### config.mk
export PLATFORM = sky130hd
export DESIGN_NAME = hex_display_arbiter
export DESIGN_NICKNAME = d
export VERILOG_FILES = /design/src/rtl/hex_display_arbiter.sv
export SDC_FILE = /design/constraint.sdc
export NUM_CORES = 1
export LEC_CHECK = 0
export ABC_AREA = 1
export CORE_AREA = 2 2 85 87
export DETAILED_ROUTE_END_ITERATION = 10
export DIE_AREA = 0 0 87 89
export PLACE_DENSITY = 0.79
export SLEW_MARGIN = 15
export SYNTH_ARGS = -nofsm -noshare
export SYNTH_HDL_FRONTEND = slang
export SYNTH_SLANG_ARGS = --single-unit
export TNS_END_PERCENT = 30
### constraint.sdc
create_clock -name clk -period 2.03 [get_ports clk]
set_input_delay 0.406 -clock clk [delete_from_list [all_inputs] [get_ports clk]]
set_output_delay 0.406 -clock clk [all_outputs]
set_load 0.02 [all_outputs]
### src/rtl/hex_display_arbiter.sv
// Round-robin arbiter that time-shares the hex display path between NREQ requesters.
// Each grant latches one requester's value for DWELL cycles, followed by an optional BLANK gap.
module hex_display_arbiter #(
    parameter int NREQ  = 4,
    parameter int W     = 10,
    parameter int DWELL = 50000000,
    parameter int BLANK = 5000000
) (
    input  logic                    clk,
    input  logic                    rst,
    input  logic [NREQ-1:0]         req,
    input  logic [NREQ*W-1:0]       req_data,
    input  logic                    hold,
    output logic [NREQ-1:0]         grant,
    output logic [W-1:0]            disp_value,
    output logic [$clog2(NREQ)-1:0] disp_src,
    output logic                    disp_on
);
    localparam int SRC_W   = $clog2(NREQ);
    localparam int CNT_MAX = (DWELL > BLANK) ? DWELL : BLANK;
    localparam int CNT_W   = $clog2(CNT_MAX + 1);
    localparam logic [CNT_W-1:0] DWELL_LOAD = CNT_W'(DWELL - 1);
    localparam logic [CNT_W-1:0] BLANK_LOAD = (BLANK > 0) ? CNT_W'(BLANK - 1) : '0;

    typedef enum logic [1:0] {ARB, SHOW, GAP} state_t;

    state_t           state_q, state_d;
    logic [SRC_W-1:0] ptr_q, ptr_d;
    logic [CNT_W-1:0] cnt_q, cnt_d;
    logic [NREQ-1:0]  grant_q, grant_d;
    logic [W-1:0]     disp_value_q, disp_value_d;
    logic [SRC_W-1:0] disp_src_q, disp_src_d;
    logic             disp_on_q, disp_on_d;

    logic [W-1:0] slice [NREQ];
    for (genvar g = 0; g < NREQ; g++) begin : g_slice
        assign slice[g] = req_data[g*W +: W];
    end

    logic             sel_found;
    logic [SRC_W-1:0] sel_idx;
    logic [SRC_W-1:0] sel_next;

    // Scan from the farthest offset down so the requester closest to ptr wins.
    always_comb begin
        sel_found = 1'b0;
        sel_idx   = '0;
        sel_next  = '0;
        for (int k = NREQ - 1; k >= 0; k--) begin
            if (req[SRC_W'((int'(ptr_q) + k) % NREQ)]) begin
                sel_found = 1'b1;
                sel_idx   = SRC_W'((int'(ptr_q) + k) % NREQ);
                sel_next  = SRC_W'((int'(ptr_q) + k + 1) % NREQ);
            end
        end
    end

    // NOTE: combinational next-state logic uses blocking '=' with every output
    // defaulted first, so no path leaves a variable unassigned (no latches).
    always_comb begin
        state_d      = state_q;
        ptr_d        = ptr_q;
        cnt_d        = cnt_q;
        grant_d      = '0;
        disp_value_d = disp_value_q;
        disp_src_d   = disp_src_q;
        disp_on_d    = disp_on_q;

        case (state_q)
            ARB: begin
                disp_on_d = 1'b0;
                if (sel_found) begin
                    disp_value_d     = slice[sel_idx];
                    disp_src_d       = sel_idx;
                    grant_d[sel_idx] = 1'b1;
                    disp_on_d        = 1'b1;
                    cnt_d            = DWELL_LOAD;
                    ptr_d            = sel_next;
                    state_d          = SHOW;
                end
            end
            SHOW: begin
                if (!hold) begin
                    if (cnt_q != '0) begin
                        cnt_d = cnt_q - 1'b1;
                    end else begin
                        disp_on_d = 1'b0;
                        if (BLANK > 0) begin
                            cnt_d   = BLANK_LOAD;
                            state_d = GAP;
                        end else begin
                            state_d = ARB;
                        end
                    end
                end
            end
            GAP: begin
                disp_on_d = 1'b0;
                if (cnt_q != '0) begin
                    cnt_d = cnt_q - 1'b1;
                end else begin
                    state_d = ARB;
                end
            end
            default: begin
                state_d   = ARB;
                disp_on_d = 1'b0;
            end
        endcase
    end

    // NOTE: state registers use non-blocking '<=' so every flop samples the
    // pre-edge values computed above.
    always_ff @(posedge clk or posedge rst) begin
        if (rst) begin
            state_q      <= ARB;
            ptr_q        <= '0;
            cnt_q        <= '0;
            grant_q      <= '0;
            disp_value_q <= '0;
            disp_src_q   <= '0;
            disp_on_q    <= 1'b0;
        end else begin
            state_q      <= state_d;
            ptr_q        <= ptr_d;
            cnt_q        <= cnt_d;
            grant_q      <= grant_d;
            disp_value_q <= disp_value_d;
            disp_src_q   <= disp_src_d;
            disp_on_q    <= disp_on_d;
        end
    end

    assign grant      = grant_q;
    assign disp_value = disp_value_q;
    assign disp_src   = disp_src_q;
    assign disp_on    = disp_on_q;
endmodule

======== Yosys cells after proc, flatten, opt, wreduce, memory -nomap -nowiden ========
Cells that the tools add are included.
word-level totals
  logic and storage cells ................. 82
  register bits after elaboration ......... 47
  output and inout bits ................... 17
  input port bits ......................... 47
cells by class
  bitwise gates (word level) .............. 1
  reduce and logical (&&, ||, !) cells .... 8
  equality and inequality tests ........... 7
  muxes and demuxes ....................... 45
  magnitude comparators ................... 7
  $add $sub $neg .......................... 7
operators by type and width
  kind                                                      count
  two-way mux 26 bit                                        4
  case mux 26 bit (3 select lines)                          1
  nonzero test 26 bit                                       1
  subtractor 26 x 1 -> 26 bit, second input constant        1
  two-way mux 2 bit                                         12
  binary-select mux 10 bit (select 2 bit)                   1
  two-way mux 10 bit                                        2
  < comparator 2 x 4 -> 1 bit, second input constant        4
  two-way mux 1 bit                                         16
  inequality test 2 bit, second input constant              5
  binary-select mux 1 bit (select 2 bit)                    4
  two-way mux 4 bit                                         2
  AND reduction 4 bit                                       2
  adder 2 x 1 -> 2 bit, second input constant               3
  adder 2 bit, second input constant                        3
  case mux 2 bit (3 select lines)                           1
  AND reduction 2 bit                                       2
  greater-or-equal comparator 3 bit, second input constant  1
  < comparator 2 x 3 -> 1 bit, second input constant        1
  NOT 2 -> 3 bit                                            1
  nonzero test 3 bit                                        1
  demux 1 bit (select 2 bit)                                1
  equality test 2 x 1 -> 1 bit, second input constant       1
  equality test 2 bit, second input constant                1
  other kinds (4)                                           4

======== Longest topological paths before layout ========
Gate-level depths: netlist of run 1.
  depth in word-level cells ............... 14
  depth in mapped cells ................... 16
  gate-level depth less buffers ........... 14

======== Worst setup path after synthesis of run 1 ========
No wires, ideal clock.
  path kind ............................... register to register
  from .................................... register state_q[0]
  to ...................................... register cnt_q[8]
  buffers on the path ..................... 2
  clock period less this slack ............ 1.715 ns
  data required time ...................... 1.914 ns
  path slack .............................. 0.315 ns
  stages on the path, launching flop included .. 12
  library setup time ...................... 0.116 ns
  data arrival time ....................... 1.598 ns
  path through ............................ dfrtp_1 inv_1 ha_1 clkbuf_1 inv_1 nor2_4 inv_2 nand2_4 nor2_4 buf_6 nand2_1 nand2_1
between the ends
  word-level cells in the longest chain between the ends .. 3
  elaborated cells on any way between the ends .. 9
  classes of those cells .................. eq/ne: 5; mux: 1; reduce/logical: 3
ends and longest elaborated chain
  element                                                                       line  text
  start, declared                                                               27    state_t state_q, state_d;
  start signal, assigned                                                        124   state_q <= state_d;
  equality test 2 bit, or another cell as far along                             69    case (state_q)
  inequality test 2 bit (no source line) or nonzero test 3 bit (tied branches)  n/a
  AND reduction 4 bit (no source line)                                          n/a
  end signal, assigned                                                          126   cnt_q <= cnt_d;
  end, declared                                                                 29    logic [CNT_W-1:0] cnt_q, cnt_d;
Several ways; a longest one is shown, not always the timed one.
A chain may end at the register's enable or synchronous reset.

======== Worst setup path after layout of run 1 ========
  from .................................... input port req[1]
  to ...................................... register ptr_q[0]
between the ends
  word-level cells in the longest chain between the ends .. 8
  elaborated cells on any way between the ends .. 21
  classes of those cells .................. mux: 20; reduce/logical: 1
ends and longest elaborated chain
  element                                               line  text
  start, declared                                       11    input logic [NREQ-1:0] req,
  binary-select mux 1 bit (select 2 bit)                50    if (req[SRC_W'((int'(ptr_q) + k) % NREQ)]) begin
  two-way mux 1 bit (implied by the code) (2 in a row)  50
  two-way mux 1 bit (4 in a row)                        50
  AND reduction 2 bit (no source line)                  n/a
  end signal, assigned                                  125   ptr_q <= ptr_d;
  end, declared                                         28    logic [SRC_W-1:0] ptr_q, ptr_d;
Several ways; a longest one is shown, not always the timed one. The select of a mux whose other input is x is not followed.

==> impl_metrics.py, run 1 <==
metrics = {
    "setup_path": {
        "cell_with_the_most_instances_on_the_worst_path": "sky130_fd_sc_hd__nand2_1",
        "cp_max_fo": 14,
        "path_class": "in2reg",
        "cp-end-kind": "flop",
        "regToRegStartpoint": "ptr_q[0]$_DFFE_PP0P_",
        "critical_path.reg2reg.endpoint": "ptr_q[0]$_DFFE_PP0P_",
        "setup.reg_to_reg.worst_slack_ns": 0.12,
        "worstPathRequired_ns": 2.23,
        "cp.arrival_ns": 2.11,
        "max_stage_delay_ns": 0.46,
        "worst-r2r-cell-count": 11,
        "timing.critical_path.cells": "clkdlybuf4s50_1, inv_1, nand2_2, nand3_2, nand2_2, nor2_2, nand2_1, nand2_1, inv_1, o211ai_1, nand2_1, o21ai_0",
        "critPathSlowestCell": "sky130_fd_sc_hd__clkdlybuf4s50_1",
        "crit_path_start_kind": "input port",
    },
    "drt": {
        "detail_route.drc_violations": 0,
        "route.antenna.remaining_nets": 0,
        "wl_um": 9570,
        "routed_via_density": 5.361,
        "detail_route.iter0.violations": 199,
        "detailroute.via_count": 3656,
        "drt-pass1-iter-count": 5,
        "avgRoutedWirePerCell_um": 14.03,
    },
    "synthesis": {
        "yosys.area.top_type": "sky130_fd_sc_hd__dfrtp_1",
        "synth_sequential_area_ratio_pct": 33.57,
        "synth_area_per_cell_um2": 6.816,
        "synth.most_common_cell": "sky130_fd_sc_hd__nand2_1",
        "synth_seq_cells": 47,
        "synth_fp_nets": 567,
        "postSynthCellCount": 514,
        "top_cells_by_area_synth": "sky130_fd_sc_hd__dfrtp_1 (34%), sky130_fd_sc_hd__nand2_1 (19%), sky130_fd_sc_hd__nand3_1 (6.6%)",
        "synth_edf_count": 0,
        "synth_warnings": 0,
        "synthDistinctLibCells": 36,
        "mappedNetlistArea_mm2": 0.003503,
        "synth-async-reset-ratio_pct": 100.0,
        "synth_ff_type": "sky130_fd_sc_hd__dfrtp_1",
        "synth.top_cells.by_count": "sky130_fd_sc_hd__nand2_1 (179), sky130_fd_sc_hd__dfrtp_1 (47), sky130_fd_sc_hd__nor2_1 (47)",
        "synth_top_area_share_pct": 33.57,
    },
    "cells_and_area": {
        "nNetsFinal": 654,
        "area_delta_synth_final_pct": 31.79,
        "post-route-util_pct": 68.72,
        "antennaDiodeCount": 0,
        "finalNonFillerCells": 682,
        "drive_gt1_share_pct": 16.94,
    },
    "global_routing": {
        "grt_first_pass_wirelength_um": 16300,
        "first_global_vias": 3702,
        "antenna_violations_before_repair": 0,
        "grtUsageTotal_pct": 26.33,
        "gr-total-overflow": 0,
        "grt_start_max_net_pins": 48,
    },
    "clock_tree": {
        "cts.sinks": 47,
        "cts_htree_levels": 2,
        "clk_pin_slew_ns": 0.10,
        "cts_tree": "yes",
        "numCtsBuffers": 5,
        "clock_latency_ns": 0.31,
        "clockRootBuffer": "sky130_fd_sc_hd__clkbuf_8",
        "clk_path_buf_depth": 2,
        "number_of_hold_repair_buffers_added_at_the_cts_stage": 0,
    },
    "timing": {
        "clock_skew_ns": 0.007206,
        "finalHoldViolCount": 0,
        "timing.final.max_slew_violations": 0,
        "hold-worst-slack_ns": 0.4278,
        "number_of_setup_violations_in_the_final_report": 0,
        "period_needed_ns": 1.911,
        "period_share_pct": 94.12,
        "worst_slew_margin_pct": 74.51,
        "worst_pin_slew_ns": 0.3819,
        "final_setup_margin_ns": 0.1194,
        "clock.fmax_ghz": 0.5234,
    },
    "power": {
        "power.density_mw_per_mm2": 659.4,
        "cellLeakagePower_nw": 2.229,
        "irDropWorstVdd_uv": 293.5,
        "power.total_mw": 3.044,
    },
    "die": {
        "placeableCoreArea_mm2": 0.006719,
        "die-height_um": 89,
        "placementRows": 30,
        "floorplan.die.width_um": 87,
        "die_area_mm2": 0.007743,
        "floorplan.io_pins": 64,
        "start_util_pct": 52.14,
    },
    "run_status": {
        "outcome": "complete, no violations",
    },
    "place": {
        "io_buffer_count": 63,
        "gp_congestion": 0.9606,
        "dp_hpwl_um": 7149,
        "dp_cells": 673,
        "place_ws_ns": -0.1865,
    },
    "hold_path": {
        "hold_crit_class": "in2async",
    },
    "job": {
        "timing.max_cap.violations": 0,
    },
}
cells by family (layout without fill, tap and decap cells):
group,after synthesis,count (layout),synth area share (%)
AND/OR/NAND/NOR,319,319,41.39
adder cells (fa/ha/maj),6,6,2.143
XOR/XNOR,16,16,4.000
flip-flops,47,47,33.57
AO/OA/AOI/OAI,66,66,10.89
buffers and inverters,60,148,8.000
per-stage QoR:
step                      area [µm²]   TNS [ns]
after CTS                       4569          0
final                           4617          0
after global routing            4617  -0.003302
after floorplan                 3503          0
after global placement          4457     -1.884
after detailed placement        4457     -4.289
metal layers:
layer / GRT usage [%] / wire length (µm)
met5: 0 / 0
met4: 8.949 / 137
met3: 5.078 / 618
met2: 47.81 / 4743
met1: 31.16 / 4071
final cells by class:
type                    instances  area, µm²
flip-flops and latches         47       1179
multi-input cells             407       2081
repair buffers                 98      980.9
clock inverters                 3      43.79
fillers                       539       2102
well taps                      80      100.1
clock buffers                   5      68.82
inverters                      42      163.9
layout by cell type, fill, tap and decap left out, types with 3 or more instances in the layout:
cell,count
sky130_fd_sc_hd__clkdlybuf4s50_1,63
sky130_fd_sc_hd__o21ai_1,6
sky130_fd_sc_hd__nor3_1,5
sky130_fd_sc_hd__nand4_1,6
sky130_fd_sc_hd__a21oi_1,10
sky130_fd_sc_hd__a21oi_2,9
sky130_fd_sc_hd__buf_4,28
sky130_fd_sc_hd__inv_1,33
sky130_fd_sc_hd__o21ai_0,33
sky130_fd_sc_hd__clkbuf_8,5
sky130_fd_sc_hd__nand2_2,10
sky130_fd_sc_hd__ha_1,5
sky130_fd_sc_hd__nor2_1,45
sky130_fd_sc_hd__inv_2,7
sky130_fd_sc_hd__xor2_1,15
sky130_fd_sc_hd__dfrtp_1,45
sky130_fd_sc_hd__nand2_4,3
sky130_fd_sc_hd__nor2_2,5
sky130_fd_sc_hd__nor2_4,5
sky130_fd_sc_hd__nand3_1,46
sky130_fd_sc_hd__nand3_2,7
sky130_fd_sc_hd__nand2_1,178
sky130_fd_sc_hd__buf_12,7
power breakdown:
group / leakage [nW] / internal (mW) / switching [mW]
combinational: 1.59 / 0.515 / 0.619
clock: 0.0581 / 0.367 / 0.353
sequential: 0.580 / 1.05 / 0.136
registers in the layout, summed over array words and instances, names as in the netlist:
signal and flops:
ptr_q 2, disp_src 2, disp_on 1, disp_value 10
cnt_q 26, grant 4, state_q 2
what timing repair did:
item                       CTS  global route
resized for setup            0            12
setup endpoints to repair    0            38
setup buffers                0             1
critical path: cells and delay by family:
family,cells,cell delay [ns]
AND/OR/NAND/NOR,7,0.59
buffers and inverters,3,0.83
AO/OA/AOI/OAI,2,0.27
how the worst max path moves through the flow:
stage                                start                        end  slack [ns]  cells past startpoint
floorplan           state_q[0]$_DFFE_PP0P_       cnt_q[8]$_DFFE_PP0P_        0.32                     11
global placement                    req[1]  disp_value[5]$_DFFE_PP0P_       -0.12                     15
detailed placement                  req[1]       ptr_q[0]$_DFFE_PP0P_       -0.19                     12
CTS                   ptr_q[0]$_DFFE_PP0P_       ptr_q[0]$_DFFE_PP0P_        0.02                     11
global route                        req[1]  disp_value[4]$_DFFE_PP0P_      -0.002                     15
finish                              req[1]       ptr_q[0]$_DFFE_PP0P_        0.12                     12
No activity file was read; power rests on OpenSTA's default activity.
==> run 2, diff against run 1 <==
Settings changed: TNS_END_PERCENT 30 to 1.
==> run 2 against run 1 <==
Against the previous run: wire length is 0.86% lower; power is 0.23% lower; largest cell class unchanged; clock-buffer cell count stayed put; non-clock buffer count is 1 lower; die area stayed put; sequential cell count stayed put; utilization is 0.11 points lower; critical path type unchanged; critical path depth stayed put; first-iteration DRC count is 13% higher; fmax is 0.36% higher; global-route usage stayed put.
==> impl_metrics.py, run 2 (synthesis results as in run 1) <==
metrics = {
    "clock_tree": {
        "numCtsBuffers": 5,
        "clk_pin_slew_ns": 0.10,
        "clock_latency_ns": 0.31,
        "cts_htree_levels": 2,
        "cts.sinks": 47,
        "clockRootBuffer": "sky130_fd_sc_hd__clkbuf_8",
        "cts_tree": "yes",
        "clk_path_buf_depth": 2,
        "number_of_hold_repair_buffers_added_at_the_cts_stage": 0,
    },
    "drt": {
        "routed_via_density": 5.345,
        "drt-pass1-iter-count": 5,
        "detail_route.iter0.violations": 225,
        "detailroute.via_count": 3640,
        "detail_route.drc_violations": 0,
        "avgRoutedWirePerCell_um": 13.93,
        "route.antenna.remaining_nets": 0,
        "wl_um": 9488,
    },
    "job": {
        "timing.max_cap.violations": 0,
    },
    "timing": {
        "worst_pin_slew_ns": 0.3803,
        "timing.final.max_slew_violations": 0,
        "clock_skew_ns": 0.007822,
        "rsz0062_at_grt": "no",
        "finalHoldViolCount": 0,
        "period_share_pct": 93.78,
        "number_of_setup_violations_in_the_final_report": 0,
        "period_needed_ns": 1.904,
        "clock.fmax_ghz": 0.5253,
        "hold-worst-slack_ns": 0.4330,
        "final_setup_margin_ns": 0.1262,
        "worst_slew_margin_pct": 74.62,
    },
    "cells_and_area": {
        "finalNonFillerCells": 681,
        "antennaDiodeCount": 0,
        "drive_gt1_share_pct": 16.81,
        "nNetsFinal": 653,
        "registers.top_by_ff_count": "cnt_q",
        "most-common-layout-cells": "sky130_fd_sc_hd__nand2_1 (178), sky130_fd_sc_hd__clkdlybuf4s50_1 (63), sky130_fd_sc_hd__nand3_1 (46), sky130_fd_sc_hd__nor2_1 (45), sky130_fd_sc_hd__dfrtp_1 (45)",
        "area_delta_synth_final_pct": 31.57,
        "largest_register_ffs": 26,
        "layout.filler_cells": 541,
        "mostFrequentLayoutCell": "sky130_fd_sc_hd__nand2_1",
    },
    "die": {
        "die-height_um": 89,
        "floorplan.die.width_um": 87,
        "placementRows": 30,
        "placeableCoreArea_mm2": 0.006719,
        "die_area_mm2": 0.007743,
        "floorplan.io_pins": 64,
        "start_util_pct": 52.14,
    },
    "global_routing": {
        "gr-total-overflow": 0,
        "antenna_violations_before_repair": 0,
        "first_global_vias": 3702,
        "grt_first_pass_wirelength_um": 16300,
        "grtUsageTotal_pct": 26.33,
        "grt_start_max_net_pins": 48,
    },
    "setup_path": {
        "worstPathRequired_ns": 2.23,
        "cp.arrival_ns": 2.10,
        "path_class": "in2reg",
        "cp_max_fo": 14,
        "crit_path_start_kind": "input port",
        "cp-end-kind": "flop",
    },
    "place": {
        "io_buffer_count": 63,
        "dp_hpwl_um": 7149,
        "dp_cells": 673,
        "gp_congestion": 0.9606,
        "place_ws_ns": -0.1865,
    },
    "power": {
        "irDropWorstVdd_uv": 292.8,
        "cellLeakagePower_nw": 2.224,
        "power.density_mw_per_mm2": 659.0,
    },
    "hold_path": {
        "hold_crit_class": "in2async",
    },
    "run_status": {
        "outcome": "complete, no violations",
    },
}
run 2: cell types whose count changed in the layout (fill, tap and decap cells not counted), sizes merged:
| cell | before | now |
|---|---|---|
| buf | 35 | 34 |
run 2: final timing paths:
check / endpoint / startpoint / depth (start not counted) / slack, ns
max: ptr_q[0]$_DFFE_PP0P_ / req[1] / 12 / 0.13
min: cnt_q[17]$_DFFE_PP0P_ / rst / 3 / 0.43
max reg2reg: ptr_q[0]$_DFFE_PP0P_ / ptr_q[0]$_DFFE_PP0P_ / 11 / 0.13
min reg2reg: disp_value[4]$_DFFE_PP0P_ / disp_value[4]$_DFFE_PP0P_ / 2 / 0.50
max in group asynchronous: ptr_q[0]$_DFFE_PP0P_ / rst / 3 / 1.35
min in group clk: disp_value[4]$_DFFE_PP0P_ / disp_value[4]$_DFFE_PP0P_ / 2 / 0.50
run 2: what timing repair did:
action	CTS	global route
setup endpoints to repair	0	38
gates resized for setup	0	12
setup buffers	0	0
run 2: power by group:
group / switching, mW / total, mW / internal [mW]
Combinational: 0.619 / 1.13 / 0.513
Clock: 0.348 / 0.715 / 0.367
Sequential: 0.136 / 1.19 / 1.05
Total: 1.10 / 3.04 / 1.94
run 2: per-layer routing:
| layer | vias up | track usage [%] | share of wire [%] |
|---|---|---|---|
| met5 | - | 0 | 0 |
| met4 | 0 | 8.949 | 1.8 |
| met3 | 21 | 5.078 | 6.2 |
| met2 | 136 | 47.81 | 49 |
| met1 | 1672 | 31.16 | 43 |
| li1 | 1811 | - | - |
run 2: cell type report:
type | count | area [µm²] | share of cell area (%)
multi-input combinational | 407 | 2081 | 45.14
sequential | 47 | 1179 | 25.57
timing repair buffer | 97 | 973.4 | 21.12
inverter | 42 | 163.9 | 3.556
tap | 80 | 100.1 | 2.172
clock buffer | 5 | 68.82 | 1.493
clock inverter | 3 | 43.79 | 0.9501
run 2: metrics by stage:
stage / power [mW] / setup TNS [ns] / utilization (%) / instance area [µm²]
after floorplan: 1.899 / 0 / - / 3503
after global placement: 2.278 / -1.884 / 66.33 / 4457
after detailed placement: 2.312 / -4.289 / 66.33 / 4457
after CTS: 3.018 / 0 / 68.01 / 4569
after global routing: 3.244 / 0 / 68.60 / 4609
final: 3.037 / 0 / 68.60 / 4609
run 2: critical path: stages:
cell and delay, ns:
sky130_fd_sc_hd__clkdlybuf4s50_1 0.46, sky130_fd_sc_hd__inv_1 0.06, sky130_fd_sc_hd__nand2_2 0.09, sky130_fd_sc_hd__nand3_2 0.10, sky130_fd_sc_hd__nand2_2 0.12, sky130_fd_sc_hd__nor2_2 0.06, sky130_fd_sc_hd__nand2_1 0.06, sky130_fd_sc_hd__nand2_1 0.06
sky130_fd_sc_hd__inv_1 0.30, sky130_fd_sc_hd__o211ai_1 0.18, sky130_fd_sc_hd__nand2_1 0.10, sky130_fd_sc_hd__o21ai_0 0.08
